[src/rtl/ifetch_pkg.sv]
// Shared types and constants for the instruction-fetch front end.
package ifetch_pkg;

    localparam logic [31:0] NOP_INSTR = 32'h0000_0013;

    typedef struct packed {
        logic [31:0] pc;
        logic [31:0] instr;
        logic        error;
    } fetch_entry_t;

endpackage

[src/rtl/sync_fifo.sv]
// Single-clock FIFO with synchronous clear; the head word is read straight from storage.
module sync_fifo #(
    parameter int WIDTH = 8,
    parameter int DEPTH = 4
) (
    input  logic                       i_clk,
    input  logic                       i_rst,
    input  logic                       i_clr,
    input  logic                       i_push,
    input  logic [WIDTH-1:0]           i_data,
    input  logic                       i_pop,
    output logic [WIDTH-1:0]           o_data,
    output logic                       o_full,
    output logic                       o_empty,
    output logic [$clog2(DEPTH+1)-1:0] o_count
);

    localparam int AW = (DEPTH > 1) ? $clog2(DEPTH) : 1;
    localparam int CW = $clog2(DEPTH+1);

    logic [WIDTH-1:0] mem [DEPTH];
    logic [AW-1:0]    wr_ptr_reg;
    logic [AW-1:0]    rd_ptr_reg;
    logic [CW-1:0]    count_reg;
    logic             do_push;
    logic             do_pop;

    // Pointers wrap explicitly so DEPTH need not be a power of two.
    function automatic logic [AW-1:0] ptr_inc(input logic [AW-1:0] p);
        return (p == AW'(DEPTH-1)) ? '0 : p + AW'(1);
    endfunction

    assign o_full  = (count_reg == CW'(DEPTH));
    assign o_empty = (count_reg == '0);
    assign o_count = count_reg;
    assign o_data  = mem[rd_ptr_reg];

    assign do_pop  = i_pop && !o_empty;
    assign do_push = i_push && (!o_full || do_pop);

    always_ff @(posedge i_clk) begin
        if (i_rst || i_clr) begin
            wr_ptr_reg <= '0;
            rd_ptr_reg <= '0;
            count_reg  <= '0;
        end else begin
            if (do_push) wr_ptr_reg <= ptr_inc(wr_ptr_reg);
            if (do_pop)  rd_ptr_reg <= ptr_inc(rd_ptr_reg);
            if (do_push && !do_pop)
                count_reg <= count_reg + CW'(1);
            else if (do_pop && !do_push)
                count_reg <= count_reg - CW'(1);
        end
    end

    always_ff @(posedge i_clk) begin
        if (do_push) mem[wr_ptr_reg] <= i_data;
    end

endmodule

[src/rtl/ifetch_queue.sv]
// Prefetching instruction-fetch front end: pipelined bus reads feed a small
// queue towards decode, with redirect/flush and discard of stale responses.
module ifetch_queue #(
    parameter logic [31:0] INIT_PC         = 32'h1000_0000,
    parameter int          DEPTH           = 4,
    parameter int          MAX_OUTSTANDING = 2
) (
    input  logic        i_clk,
    input  logic        i_rst,
    input  logic        i_disable,
    input  logic        i_redirect,
    input  logic [31:0] i_redirect_pc,
    output logic        o_req_valid,
    output logic [31:0] o_req_addr,
    input  logic        i_req_ready,
    input  logic        i_rsp_valid,
    input  logic [31:0] i_rsp_data,
    input  logic        i_rsp_err,
    output logic        o_valid,
    output logic [31:0] o_instr,
    output logic [31:0] o_pc,
    output logic        o_error,
    input  logic        i_ready
);
    import ifetch_pkg::*;

    localparam int OCW = $clog2(DEPTH+1);
    localparam int OSW = $clog2(MAX_OUTSTANDING+1);
    localparam int SW  = OCW + 1;

    logic [31:0]    fetch_pc_reg;
    logic [OSW-1:0] outstanding_reg;
    logic [OSW-1:0] outstanding_next;
    logic [OSW-1:0] drop_cnt_reg;
    logic           halted_reg;

    logic [OCW-1:0] occupancy;
    logic           entry_full;
    logic           entry_empty;
    logic           entry_push;
    logic           entry_pop;
    fetch_entry_t   rsp_entry;
    fetch_entry_t   head_entry;

    logic [31:0]    rsp_pc;
    logic [OSW-1:0] addr_count;
    logic           addr_full;
    logic           addr_empty;

    logic           space_ok;
    logic           accept;
    logic           rsp_dec;

    // Stale in-flight requests still hold a reserved slot until their responses
    // are dropped, so they are subtracted from the reservation.
    assign space_ok = (SW'(occupancy) + SW'(outstanding_reg) - SW'(drop_cnt_reg)) < SW'(DEPTH);

    assign o_req_valid = !i_rst && !i_redirect && !i_disable && !halted_reg
                         && (outstanding_reg < OSW'(MAX_OUTSTANDING)) && space_ok;
    assign o_req_addr  = fetch_pc_reg;
    assign accept      = o_req_valid && i_req_ready;
    assign rsp_dec     = i_rsp_valid && (outstanding_reg != '0);

    assign entry_push = i_rsp_valid && (drop_cnt_reg == '0) && !i_redirect;
    assign entry_pop  = !entry_empty && i_ready;

    always_comb begin
        rsp_entry       = '0;
        rsp_entry.pc    = rsp_pc;
        rsp_entry.instr = i_rsp_data;
        rsp_entry.error = i_rsp_err;
    end

    assign outstanding_next = outstanding_reg + OSW'(accept) - OSW'(rsp_dec);

    sync_fifo #(
        .WIDTH ($bits(fetch_entry_t)),
        .DEPTH (DEPTH)
    ) u_entry_q (
        .i_clk   (i_clk),
        .i_rst   (i_rst),
        .i_clr   (i_redirect),
        .i_push  (entry_push),
        .i_data  (rsp_entry),
        .i_pop   (entry_pop),
        .o_data  (head_entry),
        .o_full  (entry_full),
        .o_empty (entry_empty),
        .o_count (occupancy)
    );

    // Not cleared on redirect: stale responses still pop their address here.
    sync_fifo #(
        .WIDTH (32),
        .DEPTH (MAX_OUTSTANDING)
    ) u_addr_q (
        .i_clk   (i_clk),
        .i_rst   (i_rst),
        .i_clr   (1'b0),
        .i_push  (accept),
        .i_data  (fetch_pc_reg),
        .i_pop   (i_rsp_valid),
        .o_data  (rsp_pc),
        .o_full  (addr_full),
        .o_empty (addr_empty),
        .o_count (addr_count)
    );

    always_ff @(posedge i_clk) begin
        if (i_rst) begin
            fetch_pc_reg    <= INIT_PC;
            outstanding_reg <= '0;
            drop_cnt_reg    <= '0;
            halted_reg      <= 1'b0;
        end else if (i_redirect) begin
            fetch_pc_reg    <= i_redirect_pc & ~32'd1;
            outstanding_reg <= outstanding_next;
            drop_cnt_reg    <= outstanding_next;
            halted_reg      <= 1'b0;
        end else begin
            if (accept) fetch_pc_reg <= fetch_pc_reg + 32'd4;
            outstanding_reg <= outstanding_next;
            if (i_rsp_valid && (drop_cnt_reg != '0))
                drop_cnt_reg <= drop_cnt_reg - OSW'(1);
            if (entry_push && i_rsp_err)
                halted_reg <= 1'b1;
        end
    end

    always_ff @(posedge i_clk) begin
        if (!i_rst) begin
            if (i_rsp_valid) assert (outstanding_reg != '0);
            assert (addr_count == outstanding_reg);
            assert (!(accept && addr_full));
            assert (!(i_rsp_valid && addr_empty));
            assert (!(entry_push && entry_full && !entry_pop));
        end
    end

    assign o_valid = !entry_empty;
    assign o_instr = o_valid ? head_entry.instr : NOP_INSTR;
    assign o_pc    = o_valid ? head_entry.pc : 32'd0;
    assign o_error = o_valid && head_entry.error;

endmodule

[config.mk]
export PLATFORM = sky130hd
export DESIGN_NAME = ifetch_queue
export DESIGN_NICKNAME = d
export VERILOG_FILES = /design/src/rtl/ifetch_pkg.sv /design/src/rtl/sync_fifo.sv /design/src/rtl/ifetch_queue.sv
export SDC_FILE = /design/constraint.sdc
export NUM_CORES = 1
export LEC_CHECK = 0
export ABC_AREA = 1
export CORE_MARGIN = 4
export CORE_UTILIZATION = 43
export CTS_BUF_LIST = sky130_fd_sc_hd__clkbuf_4 sky130_fd_sc_hd__clkbuf_8 sky130_fd_sc_hd__clkbuf_16
export DETAILED_ROUTE_END_ITERATION = 7
export HOLD_SLACK_MARGIN = 0.05
export PLACE_DENSITY = 0.76
export SETUP_SLACK_MARGIN = 0.05
export SYNTH_ARGS = -nofsm -noshare
export SYNTH_HDL_FRONTEND = slang
export SYNTH_SLANG_ARGS = --single-unit
[constraint.sdc]
create_clock -name i_clk -period 8.32 [get_ports i_clk]
set_input_delay 0.832 -clock i_clk [delete_from_list [all_inputs] [get_ports i_clk]]
set_output_delay 0.832 -clock i_clk [all_outputs]
set_load 0.1 [all_outputs]
==> summary.md, run 1 <==
| Metric | Value |
|---|---|
| Tmin final | 4.85 ns |
| N_diodes | 0 |
| Nets | 1659 |
| Final setup fails | 0 |
| Area Overhead vs Synth | 21.4% |
| Latest clock arrival within the worst-skew pair | 0.52 ns |
| Unrepaired setup endpoints after global routing | false |
| Worst Skew | 0.0114 ns |
| CP Launch Type | input port |
| Vias per inst | 5.17 |
| Largest net degree at the start of global routing | 109 |
| Syn Area/Cell | 10.9 sq um |
| CTS tree | built |
| Synth unique cells | 37 |
| WHS | 0.454 ns |
| Post-route ant nets | 0 |
| CP bufs+invs | 4 |
| Synth warn | 0 |
| DIE HEIGHT | 198 um |
| DRC Markers | 0 |
| Num CTS Buffers | 38 |
| Total negative slack | 0 ns |
| Post-CTS resize count | 0 |
| DR iter-0 viols | 711 |
| Status | finished clean |
| P_leak | 6.58 nW |
| Htree depth | 2 |
| Worst setup EP type | primary output |
| Dpl hpwl | 20.6 mm |
| Port buffer count | 167 |
| Clk sinks | 368 |
| Die area | 39200 sq um |
| First-pass GRT wire length | 55.5 mm |
| Synth Flop Type | edfxtp_1 |
| Initial Utilization | 0.436 |
| Final worst-path cycle share | 0.583 |
| Vias in the first global route | 10400 |
| Num rows | 69 |
| Post-Syn Area | 15500 sq um |
| Hold_buf cts | 0 |
| Required @ worst endpoint | 7.49 ns |
| Post-synth EDFFs | 318 |
| Critical-path cell list | clkdlybuf4s50_1, inv_2, nand2_4, nor2_1, nand2_1, nor2_4, nand2_2, inv_1, clkdlybuf4s50_1 |
| Final count of hold timing violations | 0 |
| Top-area cell type share of the netlist area | 0.615 |
| Hold crit path type | register to register |
| WL/cell | 17.2 um |
| Clock slew at reported path FFs | 0.06 ns |
| Post-synth ARST share | 0 |
| Cell mode on critical path | clkdlybuf4s50_1 |
| Drt total wl | 35.5 mm |
| Top cell family by delay on the critical path | buffers and inverters |
| CP arrival | 4.02 ns |
| Pwr/cell area | 250 nW/um^2 |
| Maximum vdd drop | 0.000215 V |
| Initial antenna violation count | 0 |
| # IOs | 171 |
| Worst reg2reg setup slack | 4.79 ns |
| GPL Wtd Cong | 0.858 |
| Die Wd | 198 um |
| Top reg by flops | u_entry_q.mem |
| Worst path max stage delay | 1.13 ns |
| Seq cells post-synth | 368 |
| Post-CTS Setup Inserts | 0 |
| Total Routing Usage GR | 0.177 |
| Sequential area share after synthesis | 0.680 |
| Synth top area cells | edfxtp_1 (62%), nor2_1 (8.0%), dfxtp_1 (6.5%) |
| Max FO, Critical Path | 22 |
| Worst Tran Pin Value | 1.11 ns |
| Cells after synthesis | 1419 |
| Number of max-cap violations | 0 |
| Max Root-Sink Buffers | 3 |
| TritonRoute pass-1 iters | 5 |
| Max FFs per register | 256 |
| Core Footprint | 35600 sq um |
| Root Buffer | clkbuf_16 |
| Rel. slew slack | 0.261 |
| Highest Clock Rate | 206 MHz |
| Vias | 10700 |
| Slowest-stage cell, CP | clkdlybuf4s50_1 |
| Cell taking the most area after synthesis | edfxtp_1 |
| Slew Limit Fails | 0 |
| Layout cells sized above 1 | 0.0800 |
| Overflow after GRT | 0 |
| Worst Path Class, Setup | input port to primary output |
cells in the final DEF, fill, tap and decap left out, types with 3 or more instances in the layout:
| cell | n |
|---|---|
| inv_2 | 3 |
| clkbuf_4 | 7 |
| clkinv_1 | 7 |
| clkinvlp_4 | 3 |
| nand3_1 | 52 |
| nor2_1 | 326 |
| inv_1 | 71 |
| nor2_4 | 7 |
| buf_4 | 13 |
| a21oi_1 | 95 |
| nand2_1 | 183 |
| nand4_1 | 4 |
| edfxtp_1 | 318 |
| o311ai_0 | 3 |
| nor2_2 | 4 |
| o21ai_1 | 15 |
| clkbuf_16 | 41 |
| clkdlybuf4s50_1 | 167 |
| clkinv_2 | 8 |
| mux2_2 | 31 |
| xnor2_1 | 5 |
| dfxtp_1 | 48 |
| o21ai_0 | 134 |
| nand3b_1 | 12 |
| ha_1 | 14 |
| xor2_1 | 6 |
where the power goes:
part | leakage (nW) | switching (mW) | internal [mW]
logic | 2.68 | 0.680 | 0.234
clock network | 0.609 | 0.669 | 0.983
registers | 3.30 | 0.0423 | 2.09
synthesized netlist by cell type (2+ instances only):
cell and instances:
nor2_1 332, edfxtp_1 318, nand2_1 183, o21ai_0 134, a21oi_1 95, inv_1 71
nand3_1 52, dfxtp_1 50, clkbuf_1 38, mux2_2 31, buf_2 16, o21ai_1 15
ha_1 14, nand3b_1 12, buf_1 9, xor2_1 6, xnor2_1 5, inv_2 4
nand4_1 4, buf_4 3, buf_6 3, nor2_4 3, o311ai_0 3, fa_1 2
nand2_2 2, nor2_2 2, o21bai_1 2
through the flow:
stage | utilization | cells | power (mW) | instance area [sq um] | worst slack [ns]
finish | 0.530 | 2061 | 4.70 | 18800 | 3.47
global route | 0.530 | 2061 | 4.89 | 18800 | 3.19
CTS | 0.530 | 2061 | 4.74 | 18800 | 3.34
detailed placement | 0.495 | 1992 | 3.09 | 17600 | 3.48
global placement | 0.495 | 1992 | 3.07 | 17600 | 3.45
floorplan | - | 1420 | 2.84 | 15500 | 3.30
final timing paths:
check / start / cells past startpoint / to
min: halted_reg / 2 / halted_reg
max reg2reg: outstanding_reg[1] / 18 / drop_cnt_reg[1]
min reg2reg: halted_reg / 2 / halted_reg
max: i_rst / 9 / o_req_valid
kinds of logic after synthesis:
logic type               share of synthesized area
multiplexers                                0.0225
other                                     0.000242
AO/OA/AOI/OAI                               0.0831
buffers and inverters                       0.0386
flip-flops                                   0.680
AND/OR/NAND/NOR                              0.156
adder cells (fa/ha/maj)                     0.0139
XOR/XNOR                                   0.00621
worst min-delay path, delay by kind of cell, from the launching register on:
| kind | cells | cell delay (ns) |
|---|---|---|
| buffers and inverters | 1 | 0.05 |
| flip-flops | 1 | 0.31 |
| AO/OA/AOI/OAI | 1 | 0.05 |
routing by layer:
| metal | share of wire | GRT usage | vias up | wire length [um] |
|---|---|---|---|---|
| met2 | 0.48 | 0.297 | 355 | 17000 |
| met4 | 0.019 | 0.0454 | 0 | 682 |
| met3 | 0.073 | 0.0323 | 50 | 2590 |
| met5 | 0 | 0 | - | 0 |
| li1 | - | - | 5179 | - |
| met1 | 0.43 | 0.241 | 5069 | 15200 |
final cells by class:
class	instances	area, sq um
clock buffer	48	1080
clock inverter	21	161
fill	3013	16700
inverter	76	288
multi-input combinational	907	4410
sequential	368	10600
tap	461	577
timing repair buffer	180	1770
No activity file was read; power rests on OpenSTA's default activity.
==> run 2: changes to the inputs <==
--- a/config.mk
+++ b/config.mk
@@ -11,7 +11,7 @@
 export CTS_BUF_LIST = sky130_fd_sc_hd__clkbuf_4 sky130_fd_sc_hd__clkbuf_8 sky130_fd_sc_hd__clkbuf_16
 export DETAILED_ROUTE_END_ITERATION = 7
 export HOLD_SLACK_MARGIN = 0.05
-export PLACE_DENSITY = 0.76
+export PLACE_DENSITY = 0.78
 export SETUP_SLACK_MARGIN = 0.05
 export SYNTH_ARGS = -nofsm -noshare
 export SYNTH_HDL_FRONTEND = slang
==> constraint.sdc (replaced) <==
create_clock -name i_clk -period 3.95 [get_ports i_clk]
set_input_delay 0.395 -clock i_clk [delete_from_list [all_inputs] [get_ports i_clk]]
set_output_delay 0.395 -clock i_clk [all_outputs]
set_load 0.1 [all_outputs]
==> run 2 against run 1 <==
  * Wire length shrank 1.3%
  * Via count grew 0.16%
  * Clock power grew 120%
  * Flip-flop and latch count is the same
  * Cell count grew 0.49%
  * Non-clock buffer count grew 9
  * Critical path depth grew 4
  * Count of clock-buffer cells in the layout shrank 2
  * Hold slack lost 0.0013 ns
  * Register-to-register slack lost 4.2 ns
  * Clock skew grew 0.0075 ns
  * Largest cell class unchanged
  * Largest power group unchanged
==> summary.md, run 2 (synthesis gave the netlist of run 1 again) <==
| Metric | Value |
|---|---|
| Layout fillers | 2935 (was 3013) |
| Maximum vdd drop | 0.000325 V (was 0.000215 V) |
| Hold_buf cts | 0 (unchanged) |
| CTS tree | built (unchanged) |
| Num rows | 69 (unchanged) |
| Root Buffer | clkbuf_16 (unchanged) |
| Clock slew at reported path FFs | 0.06 ns (about the same) |
| Vias | 10700 (about the same) |
| Htree depth | 2 (unchanged) |
| Worst reg2reg path depth | 13 (was 18) |
| Vias per inst | 5.15 (was 5.17) |
| Total Routing Usage GR | 0.174 (was 0.177) |
| Area Overhead vs Synth | 22.0% (was 21.4%) |
| Status | finished clean (unchanged) |
| Port buffer count | 167 (unchanged) |
| Drt total wl | 35.0 mm (was 35.5 mm) |
| Slowest-stage cell, CP | fa_1 (was clkdlybuf4s50_1) |
| Multi-input gate area | 4410 sq um (unchanged) |
| Latest clock arrival within the worst-skew pair | 0.52 ns (about the same) |
| Final Worst Setup Slack | 0.582 ns (was 3.47 ns) |
| GPL Wtd Cong | 0.849 (was 0.858) |
| Top reg by flops | u_entry_q.mem (unchanged) |
| N_diodes | 0 (unchanged) |
| Max FO, Critical Path | 25 (was 22) |
| Worst setup EP type | register (was primary output) |
| Die area | 39200 sq um (unchanged) |
| Initial Utilization | 0.436 (unchanged) |
| Post-CTS Setup Inserts | 0 (unchanged) |
| Vias in the first global route | 10400 (about the same) |
| Final std cells w/o fill | 2071 (was 2061) |
| Commonest non-fill, non-tap cells in the layout | nor2_1 (326), edfxtp_1 (318), nand2_1 (183) (unchanged) |
| Reg area | 10600 sq um (unchanged) |
| DIE HEIGHT | 198 um (unchanged) |
| Pwr/cell area | 533 nW/um^2 (was 250 nW/um^2) |
| Number of max-cap violations | 0 (unchanged) |
| Hold crit path type | register to register (unchanged) |
| Worst Tran Pin Value | 1.01 ns (was 1.11 ns) |
| Unrepaired setup endpoints after global routing | false (unchanged) |
| Max Root-Sink Buffers | 3 (unchanged) |
| Slew Limit Fails | 0 (unchanged) |
| Final worst-path cycle share | 0.853 |
| Overflow after GRT | 0 (unchanged) |
| DR iter-0 viols | 764 (was 711) |
| Post-CTS resize count | 0 (unchanged) |
| Top cell family by delay on the critical path | simple AND/OR/NAND/NOR gates (was buffers and inverters) |
| Initial antenna violation count | 0 (unchanged) |
| Max FFs per register | 256 (unchanged) |
| Final setup fails | 0 (unchanged) |
| Clk sinks | 368 (unchanged) |
| Worst Path Class, Setup | register to register (was input port to primary output) |
| CP Launch Type | register (was input port) |
| Highest Clock Rate | 297 MHz |
| Layout cells sized above 1 | 0.127 (was 0.0800) |
| P_leak | 6.81 nW (was 6.58 nW) |
| WL/cell | 16.9 um (was 17.2 um) |
| Core Footprint | 35600 sq um (unchanged) |
| Hold path cells | 1 (was 2) |
| # IOs | 171 (unchanged) |
| CP bufs+invs | 3 (was 4) |
| Die Wd | 198 um (unchanged) |
| CP arrival | 3.57 ns (was 4.02 ns) |
| RR Startpoint | outstanding_reg[1] (unchanged) |
| Worst Skew | 0.0189 ns (was 0.0114 ns) |
| Post-route ant nets | 0 (unchanged) |
| Dpl cells | 2001 (was 1992) |
| DRC Markers | 0 (unchanged) |
| TritonRoute pass-1 iters | 5 (unchanged) |
| Required @ worst endpoint | 4.16 ns (was 7.49 ns) |
| Num CTS Buffers | 39 (was 38) |
| First-pass GRT wire length | 54.1 mm (was 55.5 mm) |
| Tmin final | 3.37 ns |
| Overall power | 10.1 mW (was 4.70 mW) |
| Worst reg2reg setup slack | 0.58 ns (was 4.79 ns) |
| Critical-path cell list | inv_1, fa_1, inv_1, ha_1, nand3_1, nand3_1, nand2_1, nor2_4, nand2_2, nor2_4, nand2_1, nor2_2, buf_12 (was clkdlybuf4s50_1, inv_2, nand2_4, nor2_1, nand2_1, nor2_4, nand2_2, inv_1, clkdlybuf4s50_1) |
| Rel. slew slack | 0.326 (was 0.261) |
| Commonest non-fill, non-tap cell in the layout | nor2_1 (unchanged) |
| Dpl hpwl | 21.8 mm (was 20.6 mm) |
| Hold_sp | u_addr_q.rd_ptr_reg (was halted_reg) |
| Hold EP | u_addr_q.rd_ptr_reg (was halted_reg) |
| Pre-CTS WS | 0.585 ns (was 3.48 ns) |
| Final count of hold timing violations | 0 (unchanged) |
| Reg-to-Reg End | u_addr_q.mem[1][24] (was drop_cnt_reg[1]) |
| Nets | 1669 (was 1659) |
| Largest net degree at the start of global routing | 93 (was 109) |
| Worst path max stage delay | 0.53 ns (was 1.13 ns) |
==> run 2: changes by cell type in the layout (fill, tap and decap cells not counted), sizes merged <==
cell	delta
clkinvlp	-1
bufinv	+4
clkbuf	-2
clkdlybuf4s50	-65
buf	+74
==> run 2: per-layer routing <==
metal | part of all wire | global-route usage | wire length (um)
met2 | 0.49 | 0.299 | 17100
met1 | 0.43 | 0.228 | 14900
met3 | 0.068 | 0.0313 | 2390
met4 | 0.018 | 0.0469 | 627
met5 | 0 | 0 | 0
==> run 2: where the power goes <==
part           internal, mW  total, mW  switching (mW)
sequential             4.41       4.51          0.0947
clock                  2.27       3.68            1.41
combinational         0.475       1.91            1.44
==> run 2: final cells by class <==
type,count,share of cell area
Sequential cell,368,0.557
Multi-Input combinational cell,907,0.233
Timing Repair Buffer,189,0.0944
Clock buffer,46,0.0547
Tap cell,461,0.0305
Inverter,76,0.0152
Clock inverter,24,0.0151
==> run 2: worst reg2reg max path: cells and delay by family, from the launching register on <==
kind          cells  cell delay (ns)
buf+inv           3             0.38
simple gates      8             1.49
fa+ha+maj         2             0.82
flops             1             0.37
==> run 2: worst max-delay path by stage <==
stage | cells after the start | startpoint | slack (ns) | endpoint
after floorplan | 7 | drop_cnt_reg[1] | -0.21 | u_entry_q.mem[0][0]
after global placement | 13 | outstanding_reg[1] | 0.71 | u_addr_q.mem[1][27]
after detailed placement | 13 | outstanding_reg[1] | 0.58 | u_addr_q.mem[1][31]
after CTS | 13 | outstanding_reg[1] | 0.58 | u_addr_q.mem[1][27]
after global routing | 13 | outstanding_reg[1] | 0.37 | u_addr_q.mem[1][22]
final | 13 | outstanding_reg[1] | 0.58 | u_addr_q.mem[1][24]
==> run 2: stage by stage <==
| stage | hold WS [ns] | util | setup TNS (ns) | instance area (sq um) |
|---|---|---|---|---|
| after detailed placement | 0.443 | 0.495 | 0 | 17600 |
| final | 0.453 | 0.532 | 0 | 18900 |
| after global placement | 0.435 | 0.495 | 0 | 17600 |
| after CTS | 0.451 | 0.532 | 0 | 18900 |
| after global routing | 0.461 | 0.532 | 0 | 18900 |
| after floorplan | 0.425 | - | -54.16 | 15500 |
